[config.mk]
export PLATFORM = sky130hd
export DESIGN_NAME = seq_gen_1011_tx_flat
export DESIGN_NICKNAME = d
export VERILOG_FILES = /design/src/rtl/seq_1011_pkg.sv /design/src/rtl/seq_gen_1011_tx_if.sv /design/src/rtl/seq_stuff_chk.sv /design/src/rtl/seq_gen_1011_tx.sv /design/src/flat_wrapper.sv
export SDC_FILE = /design/constraint.sdc
export NUM_CORES = 1
export LEC_CHECK = 0
export CORE_MARGIN = 1.5
export CORE_UTILIZATION = 36
export CTS_CLUSTER_SIZE = 8
export DETAILED_ROUTE_END_ITERATION = 8
export PLACE_DENSITY = 0.54
export SLEW_MARGIN = 20
export SYNTH_ARGS = -nofsm -noshare
export SYNTH_HDL_FRONTEND = slang
export SYNTH_SLANG_ARGS = --single-unit
[constraint.sdc]
create_clock -name clk -period 3.6 [get_ports clk]
set_input_delay 0.9 -clock clk [delete_from_list [all_inputs] [get_ports clk]]
set_output_delay 0.9 -clock clk [all_outputs]
set_load 0.01 [all_outputs]
[src/rtl/seq_1011_pkg.sv]
// ---------------------------------------------------------------------------
// seq_1011_pkg
//   Shared definitions for the 1011-framed serial link.
//   The transmitter (seq_gen_1011_tx) and the receiver (seq_det_1011) both use
//   this package, so the marker and the stuffing trigger are defined once here.
//
//   MARKER_W   : number of marker bits at the start of every frame
//   MARKER     : the frame marker, sent MSB first
//   STUFF_TRIG : the last three line bits that force a stuff bit when the next
//                payload bit would be a 1 (101 + 1 would recreate the marker)
//   tx_state_t : transmitter FSM states
// ---------------------------------------------------------------------------
package seq_1011_pkg;

  localparam int                  MARKER_W   = 4;
  localparam logic [MARKER_W-1:0] MARKER     = 4'b1011;
  localparam logic [2:0]          STUFF_TRIG = 3'b101;

  typedef enum logic [1:0] {
    IDLE  = 2'd0,
    SYNC  = 2'd1,
    DATA  = 2'd2,
    STUFF = 2'd3
  } tx_state_t;

endpackage

[src/rtl/seq_gen_1011_tx_if.sv]
// ---------------------------------------------------------------------------
// seq_gen_1011_tx_if
//   Bundles the parallel input handshake and the serial line of the 1011
//   transmitter.
//
//   in_data     : payload word, sampled on a handshake
//   in_valid    : in_data is valid
//   in_ready    : transmitter can accept a word
//   ser_out     : serial line bit
//   ser_valid   : ser_out carries a frame bit this cycle
//   frame_start : pulses with the first marker bit
//   stuffed     : the current ser_out bit is a stuff bit
//
//   master : the word producer / line observer
//   slave  : the transmitter itself
// ---------------------------------------------------------------------------
interface seq_gen_1011_tx_if #(
  parameter int DATA_W = 8
);

  logic [DATA_W-1:0] in_data;
  logic              in_valid;
  logic              in_ready;
  logic              ser_out;
  logic              ser_valid;
  logic              frame_start;
  logic              stuffed;

  modport master (
    output in_data,
    output in_valid,
    input  in_ready,
    input  ser_out,
    input  ser_valid,
    input  frame_start,
    input  stuffed
  );

  modport slave (
    input  in_data,
    input  in_valid,
    output in_ready,
    output ser_out,
    output ser_valid,
    output frame_start,
    output stuffed
  );

endinterface

[src/rtl/seq_stuff_chk.sv]
// ---------------------------------------------------------------------------
// seq_stuff_chk
//   Line-bit history and stuff decision for the 1011 transmitter.
//   hist holds the last three emitted line bits, newest in the LSB, and is
//   never cleared between frames.
//
//   clk        : clock, rising edge
//   rst_n      : asynchronous active-low reset (hist -> 000)
//   shift_en   : a line bit is being emitted on this edge
//   shift_bit  : value of that line bit
//   next_bit   : payload bit that would be emitted on the following edge
//   stuff_need : the following edge must emit a stuff bit instead of next_bit
// ---------------------------------------------------------------------------
module seq_stuff_chk
  import seq_1011_pkg::*;
(
  input  logic clk,
  input  logic rst_n,
  input  logic shift_en,
  input  logic shift_bit,
  input  logic next_bit,
  output logic stuff_need
);

  logic [2:0] hist;
  logic [2:0] hist_next;

  always_comb begin
    hist_next = hist;
    if (shift_en) begin
      hist_next = {hist[1:0], shift_bit};
    end
  end

  always_ff @(posedge clk or negedge rst_n) begin
    if (!rst_n) begin
      hist <= 3'b000;
    end else begin
      hist <= hist_next;
    end
  end

  // The decision is about the bit after the one going out now, so compare
  // against the history as it will be once the current bit is on the line.
  assign stuff_need = (hist_next == STUFF_TRIG) && next_bit;

endmodule

[src/rtl/seq_gen_1011_tx.sv]
// ---------------------------------------------------------------------------
// seq_gen_1011_tx
//   Transmit side of the 1011-framed serial link. A word accepted over the
//   valid/ready handshake is sent as the marker 1011 followed by the payload,
//   MSB first, one bit per clock. With STUFF_EN set, a 0 is inserted before
//   any payload 1 whose three preceding line bits are 101, so the receiver can
//   only ever see 1011 at the start of a frame.
//
//   Parameters
//     DATA_W   : payload width in bits (>= 1)
//     STUFF_EN : 1 inserts stuff bits, 0 sends the payload raw
//   Ports
//     clk   : clock, rising edge
//     rst_n : asynchronous active-low reset; aborts a frame immediately
//     bus   : slave side of seq_gen_1011_tx_if (handshake + serial line)
//
//   Timing: the FSM state names the bit that is registered onto the line at
//   the next edge, so the line lags the state by one clock. A handshake at
//   edge N moves IDLE->SYNC, and the first marker bit appears after edge N+1.
// ---------------------------------------------------------------------------
module seq_gen_1011_tx
  import seq_1011_pkg::*;
#(
  parameter int DATA_W   = 8,
  parameter bit STUFF_EN = 1'b1
) (
  input logic              clk,
  input logic              rst_n,
  seq_gen_1011_tx_if.slave bus
);

  localparam int CNT_W  = $clog2(DATA_W + 1);
  localparam int MIDX_W = $clog2(MARKER_W);

  // FSM and datapath state
  tx_state_t         state;
  tx_state_t         state_next;
  logic [CNT_W-1:0]  bit_cnt;
  logic [CNT_W-1:0]  bit_cnt_next;
  logic [MIDX_W-1:0] mark_idx;
  logic [MIDX_W-1:0] mark_idx_next;
  logic [DATA_W-1:0] shreg;
  logic [DATA_W-1:0] shreg_next;

  // Registered outputs
  logic in_ready_reg;
  logic in_ready_next;
  logic ser_out_reg;
  logic ser_out_next;
  logic ser_valid_reg;
  logic ser_valid_next;
  logic frame_start_reg;
  logic frame_start_next;
  logic stuffed_reg;
  logic stuffed_next;

  // Bit emitted on the coming edge and the stuff look-ahead
  logic              emit_valid;
  logic              emit_bit;
  logic [MARKER_W-1:0] marker_sh;
  logic [DATA_W-1:0] shreg_shift;
  logic              next_bit;
  logic              stuff_need;
  logic              stuff_now;
  logic              last_bit;

  // -------------------------------------------------------------------------
  // Emitted bit for the current state
  // -------------------------------------------------------------------------
  always_comb begin
    emit_valid = 1'b0;
    emit_bit   = 1'b0;
    marker_sh  = MARKER << mark_idx;
    unique case (state)
      SYNC: begin
        emit_valid = 1'b1;
        emit_bit   = marker_sh[MARKER_W-1];
      end
      DATA: begin
        emit_valid = 1'b1;
        emit_bit   = shreg[DATA_W-1];
      end
      STUFF: begin
        emit_valid = 1'b1;
        emit_bit   = 1'b0;
      end
      default: begin
        emit_valid = 1'b0;
        emit_bit   = 1'b0;
      end
    endcase
  end

  // The payload bit that would follow the current emission: in DATA the MSB
  // is being consumed now, elsewhere the MSB is still pending.
  assign shreg_shift = shreg << 1;
  assign next_bit    = (state == DATA) ? shreg_shift[DATA_W-1] : shreg[DATA_W-1];
  assign last_bit    = (bit_cnt == CNT_W'(DATA_W - 1));
  assign stuff_now   = STUFF_EN && stuff_need;

  seq_stuff_chk u_stuff_chk (
    .clk        (clk),
    .rst_n      (rst_n),
    .shift_en   (emit_valid),
    .shift_bit  (emit_bit),
    .next_bit   (next_bit),
    .stuff_need (stuff_need)
  );

  // -------------------------------------------------------------------------
  // State register (also holds the datapath and output registers)
  // -------------------------------------------------------------------------
  always_ff @(posedge clk or negedge rst_n) begin
    if (!rst_n) begin
      state           <= IDLE;
      bit_cnt         <= '0;
      mark_idx        <= '0;
      shreg           <= '0;
      in_ready_reg    <= 1'b0;
      ser_out_reg     <= 1'b0;
      ser_valid_reg   <= 1'b0;
      frame_start_reg <= 1'b0;
      stuffed_reg     <= 1'b0;
    end else begin
      state           <= state_next;
      bit_cnt         <= bit_cnt_next;
      mark_idx        <= mark_idx_next;
      shreg           <= shreg_next;
      in_ready_reg    <= in_ready_next;
      ser_out_reg     <= ser_out_next;
      ser_valid_reg   <= ser_valid_next;
      frame_start_reg <= frame_start_next;
      stuffed_reg     <= stuffed_next;
    end
  end

  // -------------------------------------------------------------------------
  // Next-state logic
  // -------------------------------------------------------------------------
  always_comb begin
    state_next    = state;
    bit_cnt_next  = bit_cnt;
    mark_idx_next = mark_idx;
    shreg_next    = shreg;
    in_ready_next = in_ready_reg;
    unique case (state)
      IDLE: begin
        // in_ready rises one clock after entering IDLE (after reset or after
        // the last payload bit), which guarantees an idle gap on the line.
        if (!in_ready_reg) begin
          in_ready_next = 1'b1;
        end else if (bus.in_valid) begin
          in_ready_next = 1'b0;
          shreg_next    = bus.in_data;
          bit_cnt_next  = '0;
          mark_idx_next = '0;
          state_next    = SYNC;
        end
      end
      SYNC: begin
        if (mark_idx == MIDX_W'(MARKER_W - 1)) begin
          mark_idx_next = '0;
          state_next    = stuff_now ? STUFF : DATA;
        end else begin
          mark_idx_next = mark_idx + 1'b1;
        end
      end
      DATA: begin
        shreg_next   = shreg_shift;
        bit_cnt_next = bit_cnt + 1'b1;
        if (last_bit) begin
          state_next = IDLE;
        end else begin
          state_next = stuff_now ? STUFF : DATA;
        end
      end
      STUFF: begin
        // The pending payload bit stays in the shift register.
        state_next = stuff_now ? STUFF : DATA;
      end
      default: begin
        state_next = IDLE;
      end
    endcase
  end

  // -------------------------------------------------------------------------
  // Output logic (values registered on the coming edge)
  // -------------------------------------------------------------------------
  always_comb begin
    ser_out_next     = emit_valid & emit_bit;
    ser_valid_next   = emit_valid;
    frame_start_next = (state == SYNC) && (mark_idx == '0);
    stuffed_next     = (state == STUFF);
  end

  assign bus.in_ready    = in_ready_reg;
  assign bus.ser_out     = ser_out_reg;
  assign bus.ser_valid   = ser_valid_reg;
  assign bus.frame_start = frame_start_reg;
  assign bus.stuffed     = stuffed_reg;

endmodule
[src/flat_wrapper.sv]
// flat-port wrapper written by rule: the top's interface ports become plain ports
module seq_gen_1011_tx_flat import seq_1011_pkg::*;
#(
  parameter int DATA_W   = 8,
  parameter bit STUFF_EN = 1'b1
)
  (clk, rst_n, bus_in_data, bus_in_valid, bus_in_ready, bus_ser_out, bus_ser_valid, bus_frame_start, bus_stuffed);
  seq_gen_1011_tx_if #(.DATA_W(DATA_W)) bus_i ();
  input logic clk;
  input logic rst_n;
  input wire logic [$bits(bus_i.in_data)-1:0] bus_in_data;
  input wire logic [$bits(bus_i.in_valid)-1:0] bus_in_valid;
  output wire logic [$bits(bus_i.in_ready)-1:0] bus_in_ready;
  output wire logic [$bits(bus_i.ser_out)-1:0] bus_ser_out;
  output wire logic [$bits(bus_i.ser_valid)-1:0] bus_ser_valid;
  output wire logic [$bits(bus_i.frame_start)-1:0] bus_frame_start;
  output wire logic [$bits(bus_i.stuffed)-1:0] bus_stuffed;
  assign bus_i.in_data = bus_in_data;
  assign bus_i.in_valid = bus_in_valid;
  assign bus_in_ready = bus_i.in_ready;
  assign bus_ser_out = bus_i.ser_out;
  assign bus_ser_valid = bus_i.ser_valid;
  assign bus_frame_start = bus_i.frame_start;
  assign bus_stuffed = bus_i.stuffed;
  seq_gen_1011_tx #(.DATA_W(DATA_W), .STUFF_EN(STUFF_EN)) u_core (.clk(clk), .rst_n(rst_n), .bus(bus_i));
endmodule
==> metrics.txt, run 1 <==
Slew @ Worst Pin slightly above 0.8 ns; HPWL Detailed 1.507 mm; Root Driver clkbuf_4; fill cell count approximately 340; outcome completed; 1st-iter DRT viols 12; WP buf/inv 1; area of the multi-input gates 564.3 um^2; Switch Pwr about 440 uW; Num Clock Sinks 24; gr usage total 0.1314; #FFs+latches synth 24; minimum clock period around 2.1 ns; Seq/Total Area, Yosys 0.4848; largest registers u_core.shreg: 8 flops, u_core.bit_cnt: 4 flops, u_core.u_stuff_chk.hist: 3 flops; dpl cells 169; Hold Crit Class register to register; Worst Path Max Fanout 3; CTS Hold Bufs 0; Synth area leaders dfrtp_1 (48%), ha_1 (10%), mux2i_1 (5.7%); final wirelength a little over 2 mm; Worst setup EP type output pin; Setup Fix Bufs, Post-CTS 0; Starting Density 0.3741; Avg Inst Size Synth approximately 11 um^2; Power Dens Cells slightly below 800 nW/um^2; Hold Vio Cnt, Final 0; initial antenna violation count 0; full die area 3802 um^2; Reg power frac 0.398; Max Clk Rate between 400 and 500 MHz; most flop-heavy register u_core.shreg; Final Max Slew Viols 0; Synth top cells by count dfrtp_1 (24), nand2_1 (14), ha_1 (10), inv_1 (9), o21ai_0 (9); Rows 21; most common cell in the netlist dfrtp_1; Setup CP Type register to output pin; Sw Share 0.3933; Die W between 60 and 70 um; Adder-Cell Fraction of Synth Area 0.1010; Final Non-Filler Cells ~170; Storage cell area about 600 um^2; crit start category register; Simple-Gate Fraction of Synth Area 0.1131; Pint between 600 and 700 uW; IO Port Bufs 15; Post-Syn Area about 1200 um^2; setup_tns 0 ns; Clock Tree Buf Depth 2; worst skew pair latency around 0.32 ns; syn nets between 100 and 150; clk slew on worst S/H paths about 0.13 ns; Rel. slew slack 0.4639; ys flop type dfrtp_1; Post-synth ARST share 1.000; mux share of post-synthesis cell area 0.07778; complex-gate fraction of the synthesized area 0.1636; htree depth 1; number of remaining DRC errors 0; largest family of logic cells by synthesized area compound AO/OA/AOI/OAI gates; Required @ worst endpoint approximately 2.7 ns; Max Cap Violations 0; CP Data Arrival Time 1.24 ns; Worst R2R Path Depth 5; pin count of the biggest net entering global routing 25; wire per inst approximately 12 um; final core occ 0.4380; Clock Power Share 0.129; Post-synth EDFFs 0; CTS tree done; Largest register FFs 8; RSZ-0062 raised after global routing no; YS warnings 0; Congestion Overflow GR 0; Setup Skew between 0.005 and 0.006 ns; kind of cell adding the most delay to the critical path buffers and inverters; Post-Syn Instances about 110; highest cell delay on the worst timing path approximately 0.54 ns; CP cell instances clkdlybuf4s50_1; Die Span Y about 62 um; Tcrit/Tclk final 0.5938; total stage count of the critical path 1; Final setup viols 0; Yosys cell types 33; CP max stage cell clkdlybuf4s50_1; Diodes inserted 0; vias in the first global route just over 800; number of I/O pins 16; Area Overhead vs Synth 17.07%; Synth top area share 0.4848; DR vias a little over 800; GP Congestion 0.6706; Resize count post-CTS 0; post-route ant nets 0; fin nets around 150; P_leak ~0.00065 uW; TritonRoute pass-1 iters 4; Yosys top cell by area dfrtp_1; total design power roughly 1100 uW; cts bufs inserted 3; Vias/cell 4.792; xor/xnor share of the synthesized area 0; global-route wire length before repair 3.657 mm; combinational share of power 0.473; Core Box Area between 3000 and 4000 um^2; Worst IR Drop VDD about 270 uV; worst hold path cell count 2; layout cell share with drive strength beyond 1 0.1024
-- per-stage QoR --
stage	setup slack (ns)	hold slack, ns	area (um^2)
floorplan	1.894	0.4482	1239
global placement	1.393	0.4655	1414
detailed placement	1.360	0.4723	1414
CTS	1.441	0.5035	1450
global route	1.316	0.5265	1450
finish	1.462	0.5007	1450
-- power groups by stage --
| stage | registers, uW | clock network (uW) | logic (uW) |
|---|---|---|---|
| 2_1_floorplan | 447 | 0 | 425 |
| 3_3_place_gp | 450 | 0 | 519 |
| 3_5_place_dp | 454 | 0 | 535 |
| 4_1_cts | 447 | 151 | 537 |
| 5_1_grt | 463 | 160 | 604 |
| 6_report | 445 | 144 | 528 |
-- final cells by class --
cell class | instances | area share
Clock buffer | 4 | 0.02502
Inverter | 9 | 0.02330
Multi-Input combinational cell | 74 | 0.3891
Sequential cell | 24 | 0.4142
Tap cell | 46 | 0.03969
Timing Repair Buffer | 16 | 0.1087
-- placed cells by master (no fill, tap or decap), drive strengths merged --
| cell | count |
|---|---|
| nand2b | 5 |
| a31oi | 1 |
| or2 | 1 |
| o21ai | 13 |
| ha | 10 |
| mux2i | 7 |
| dfrtp | 24 |
| a21oi | 1 |
| nor2 | 3 |
| o22ai | 2 |
| clkbuf | 4 |
| nand3 | 1 |
| a21o | 1 |
| inv | 9 |
| buf | 1 |
| o311ai | 1 |
| clkdlybuf4s50 | 15 |
| and2 | 2 |
| a22o | 2 |
| o221a | 1 |
| or3 | 1 |
| nand2 | 14 |
| a21bo | 1 |
| a32o | 2 |
| mux2 | 2 |
| o2111ai | 1 |
| nand3b | 1 |
| a211oi | 1 |
-- worst paths after layout --
kind / start / to / slack (ns)
setup / recovery: u_core.bus.in_ready$_DFFE_PN0P_ / bus_in_ready / 1.46
max in group asynchronous: rst_n / u_core.mark_idx[0]$_DFFE_PN0P_ / 2.44
min in group asynchronous: rst_n / u_core.bus.ser_out$_DFF_PN0_ / 0.92
setup reg to reg: u_core.state[0]$_DFFE_PN0P_ / u_core.state[0]$_DFFE_PN0P_ / 1.52
hold reg to reg: u_core.shreg[4]$_DFFE_PN0P_ / u_core.shreg[4]$_DFFE_PN0P_ / 0.50
hold / removal: u_core.shreg[4]$_DFFE_PN0P_ / u_core.shreg[4]$_DFFE_PN0P_ / 0.50
-- routing by layer --
| layer | GRT usage | part of all wire | up-vias | routed length, um |
|---|---|---|---|---|
| met5 | 0 | 0 | - | 0 |
| met1 | 0.1736 | 0.47 | 399 | 968 |
| li1 | - | - | 414 | - |
| met2 | 0.2105 | 0.49 | 12 | 1016 |
| met4 | 0.05471 | 0.013 | 0 | 27 |
| met3 | 0.02521 | 0.032 | 4 | 66 |
-- logic make-up (layout without fill, tap and decap cells) --
family                     Yosys count  count (layout)
adders and majority gates           10              10
and+or+nand+nor                     28              28
buffers and inverters               14              29
AOI/OAI and AO/OA                   27              27
DFF                                 24              24
muxes                                9               9
Note: power is estimated with default switching activity, not from simulation.
==> run 2: changes to the inputs <==
==> constraint.sdc (replaced) <==
create_clock -name clk -period 2.13 [get_ports clk]
set_input_delay 0.5325 -clock clk [delete_from_list [all_inputs] [get_ports clk]]
set_output_delay 0.5325 -clock clk [all_outputs]
set_load 0.01 [all_outputs]
==> run 2 against run 1 <==
Effect of this change: via count grew 1.7%; register-to-register slack lost 1.2 ns; clock power grew 69%; sequential power grew 69%; cell count grew 1.2%; global-route usage shrank 0.092 points; design area grew 1.0%; hold slack gained 0.0059 ns; combinational power grew 72%; core utilization grew 0.45 points; non-clock buffer count grew 2; total power grew 70%.
==> metrics.txt, run 2 (synthesis results as in run 1) <==
outcome completed; GP Congestion just under 0.7; Required @ worst endpoint between 2 and 2.5 ns; minimum clock period about 1.8 ns; Worst setup EP type register; initial antenna violation count 0; most common cell after layout, fill and taps aside dfrtp_1; number of I/O pins 16; Die W ~62 um; Max Cap Violations 0; Worst IR Drop VDD about 390 uV; fin nets about 150; crit start category register; Vias/cell 4.817; highest cell delay on the worst timing path around 0.43 ns; Root Driver clkbuf_4; dpl cell area roughly 1400 um^2; vias in the first global route roughly 830; cts bufs inserted 3; CTS Hold Bufs 0; fill cell count about 350; Setup CP Type register to register; Rel. slew slack 0.6566; Hold Vio Cnt, Final 0; setup_tns 0 ns; largest registers u_core.shreg: 8 flops, u_core.bit_cnt: 4 flops, u_core.u_stuff_chk.hist: 3 flops; Final Max Slew Viols 0; commonest non-fill, non-tap cells in the layout dfrtp_1 (24), clkdlybuf4s50_1 (15), nand2_1 (14); CP max stage cell dfrtp_1; Area Overhead vs Synth 18.28%; Worst Path Max Fanout 19; clk slew on worst S/H paths ~0.14 ns; Hold Crit Class register to register; global-route wire length before repair between 3 and 4 mm; CP Data Arrival Time approximately 2.1 ns; Congestion Overflow GR 0; Tcrit/Tclk final 0.8663; final wirelength roughly 2.1 mm; worst skew pair latency 0.31 ns; number of remaining DRC errors 0; Resize count post-CTS 0; TritonRoute pass-1 iters 4; Slew @ Worst Pin approximately 0.52 ns; Design Area, Final approximately 1500 um^2; IO Port Bufs 15; Setup Skew 0.004635 ns; wire per inst about 12 um; Setup Fix Bufs, Post-CTS 0; HPWL Detailed roughly 1.5 mm; DR vias 843; Core Box Area ~3300 um^2; 1st-iter DRT viols 20; CP cell instances inv_1 -> ha_1 -> a21bo_2 -> o21ai_4 -> o21ai_1 -> a22o_1; Final setup viols 0; Rows 21; Power Dens Cells about 1300 nW/um^2; Diodes inserted 0; most flop-heavy register u_core.shreg; Largest register FFs 8; RSZ-0062 raised after global routing no; full die area about 3800 um^2; Die Span Y ~62 um; gr usage total 0.1305; post-route ant nets 0; pin count of the biggest net entering global routing 25; Num Clock Sinks 24; Starting Density 0.3741; Max Clk Rate between 500 and 600 MHz; layout cell share with drive strength beyond 1 0.1163; CTS tree done; P_leak 0.0006648 uW; Clock Tree Buf Depth 2; Hold WS 0.5066 ns; htree depth 1
-- run 2: cell types whose count changed in the layout (fill, tap and decap cells not counted) --
| cell | delta |
|---|---|
| buf_4 | +2 |
-- run 2: worst max-delay path, delay by kind of cell (launching register included) --
| family | cells | cell delay [ns] |
|---|---|---|
| AOI/OAI and AO/OA | 4 | 0.86 |
| DFF | 1 | 0.43 |
| adders and majority gates | 1 | 0.31 |
| buffers and inverters | 1 | 0.15 |
-- run 2: final timing paths --
kind / cells past startpoint / to / from / slack (ns)
setup / recovery: 6 / u_core.bit_cnt[3]$_DFFE_PN0P_ / u_core.state[1]$_DFFE_PN0P_ / 0.28
hold / removal: 2 / u_core.shreg[4]$_DFFE_PN0P_ / u_core.shreg[4]$_DFFE_PN0P_ / 0.51
setup reg to reg: 6 / u_core.bit_cnt[3]$_DFFE_PN0P_ / u_core.state[1]$_DFFE_PN0P_ / 0.28
hold reg to reg: 2 / u_core.shreg[4]$_DFFE_PN0P_ / u_core.shreg[4]$_DFFE_PN0P_ / 0.51
max in group asynchronous: 2 / u_core.bit_cnt[1]$_DFFE_PN0P_ / rst_n / 1.34
min in group asynchronous: 2 / u_core.state[1]$_DFFE_PN0P_ / rst_n / 0.56
-- run 2: report_power, final --
part	leakage (uW)	switching, uW	internal (uW)	total, uW
logic	0.000333	482	425	907
registers	0.000310	115	637	752
clock network	0.0000210	138	104	243
total	0.000665	735	1170	1900
-- run 2: final cells by class --
type                    instances  area (um^2)  area share
multi-input cells              74        564.3      0.3851
well taps                      46        57.56     0.03928
inverters                       9        33.78     0.02306
flip-flops and latches         24        600.6      0.4099
clock buffers                   4        36.28     0.02477
repair buffers                 18        172.7      0.1178
-- run 2: through the flow --
step	total power (uW)	util	instances	setup slack (ns)
after detailed placement	1691	0.4316	171	0.2430
final	1902	0.4426	175	0.2848
after floorplan	1472	-	112	0.4986
after global routing	2105	0.4426	175	0.1420
after global placement	1664	0.4316	171	0.2849
after CTS	1939	0.4426	175	0.2630
-- run 2: per-layer routing --
layer / routed length (um) / GRT usage
met5: 0 / 0
met3: 81 / 0.02521
met2: 1028 / 0.2241
met4: 0 / 0.03647
met1: 941 / 0.1669
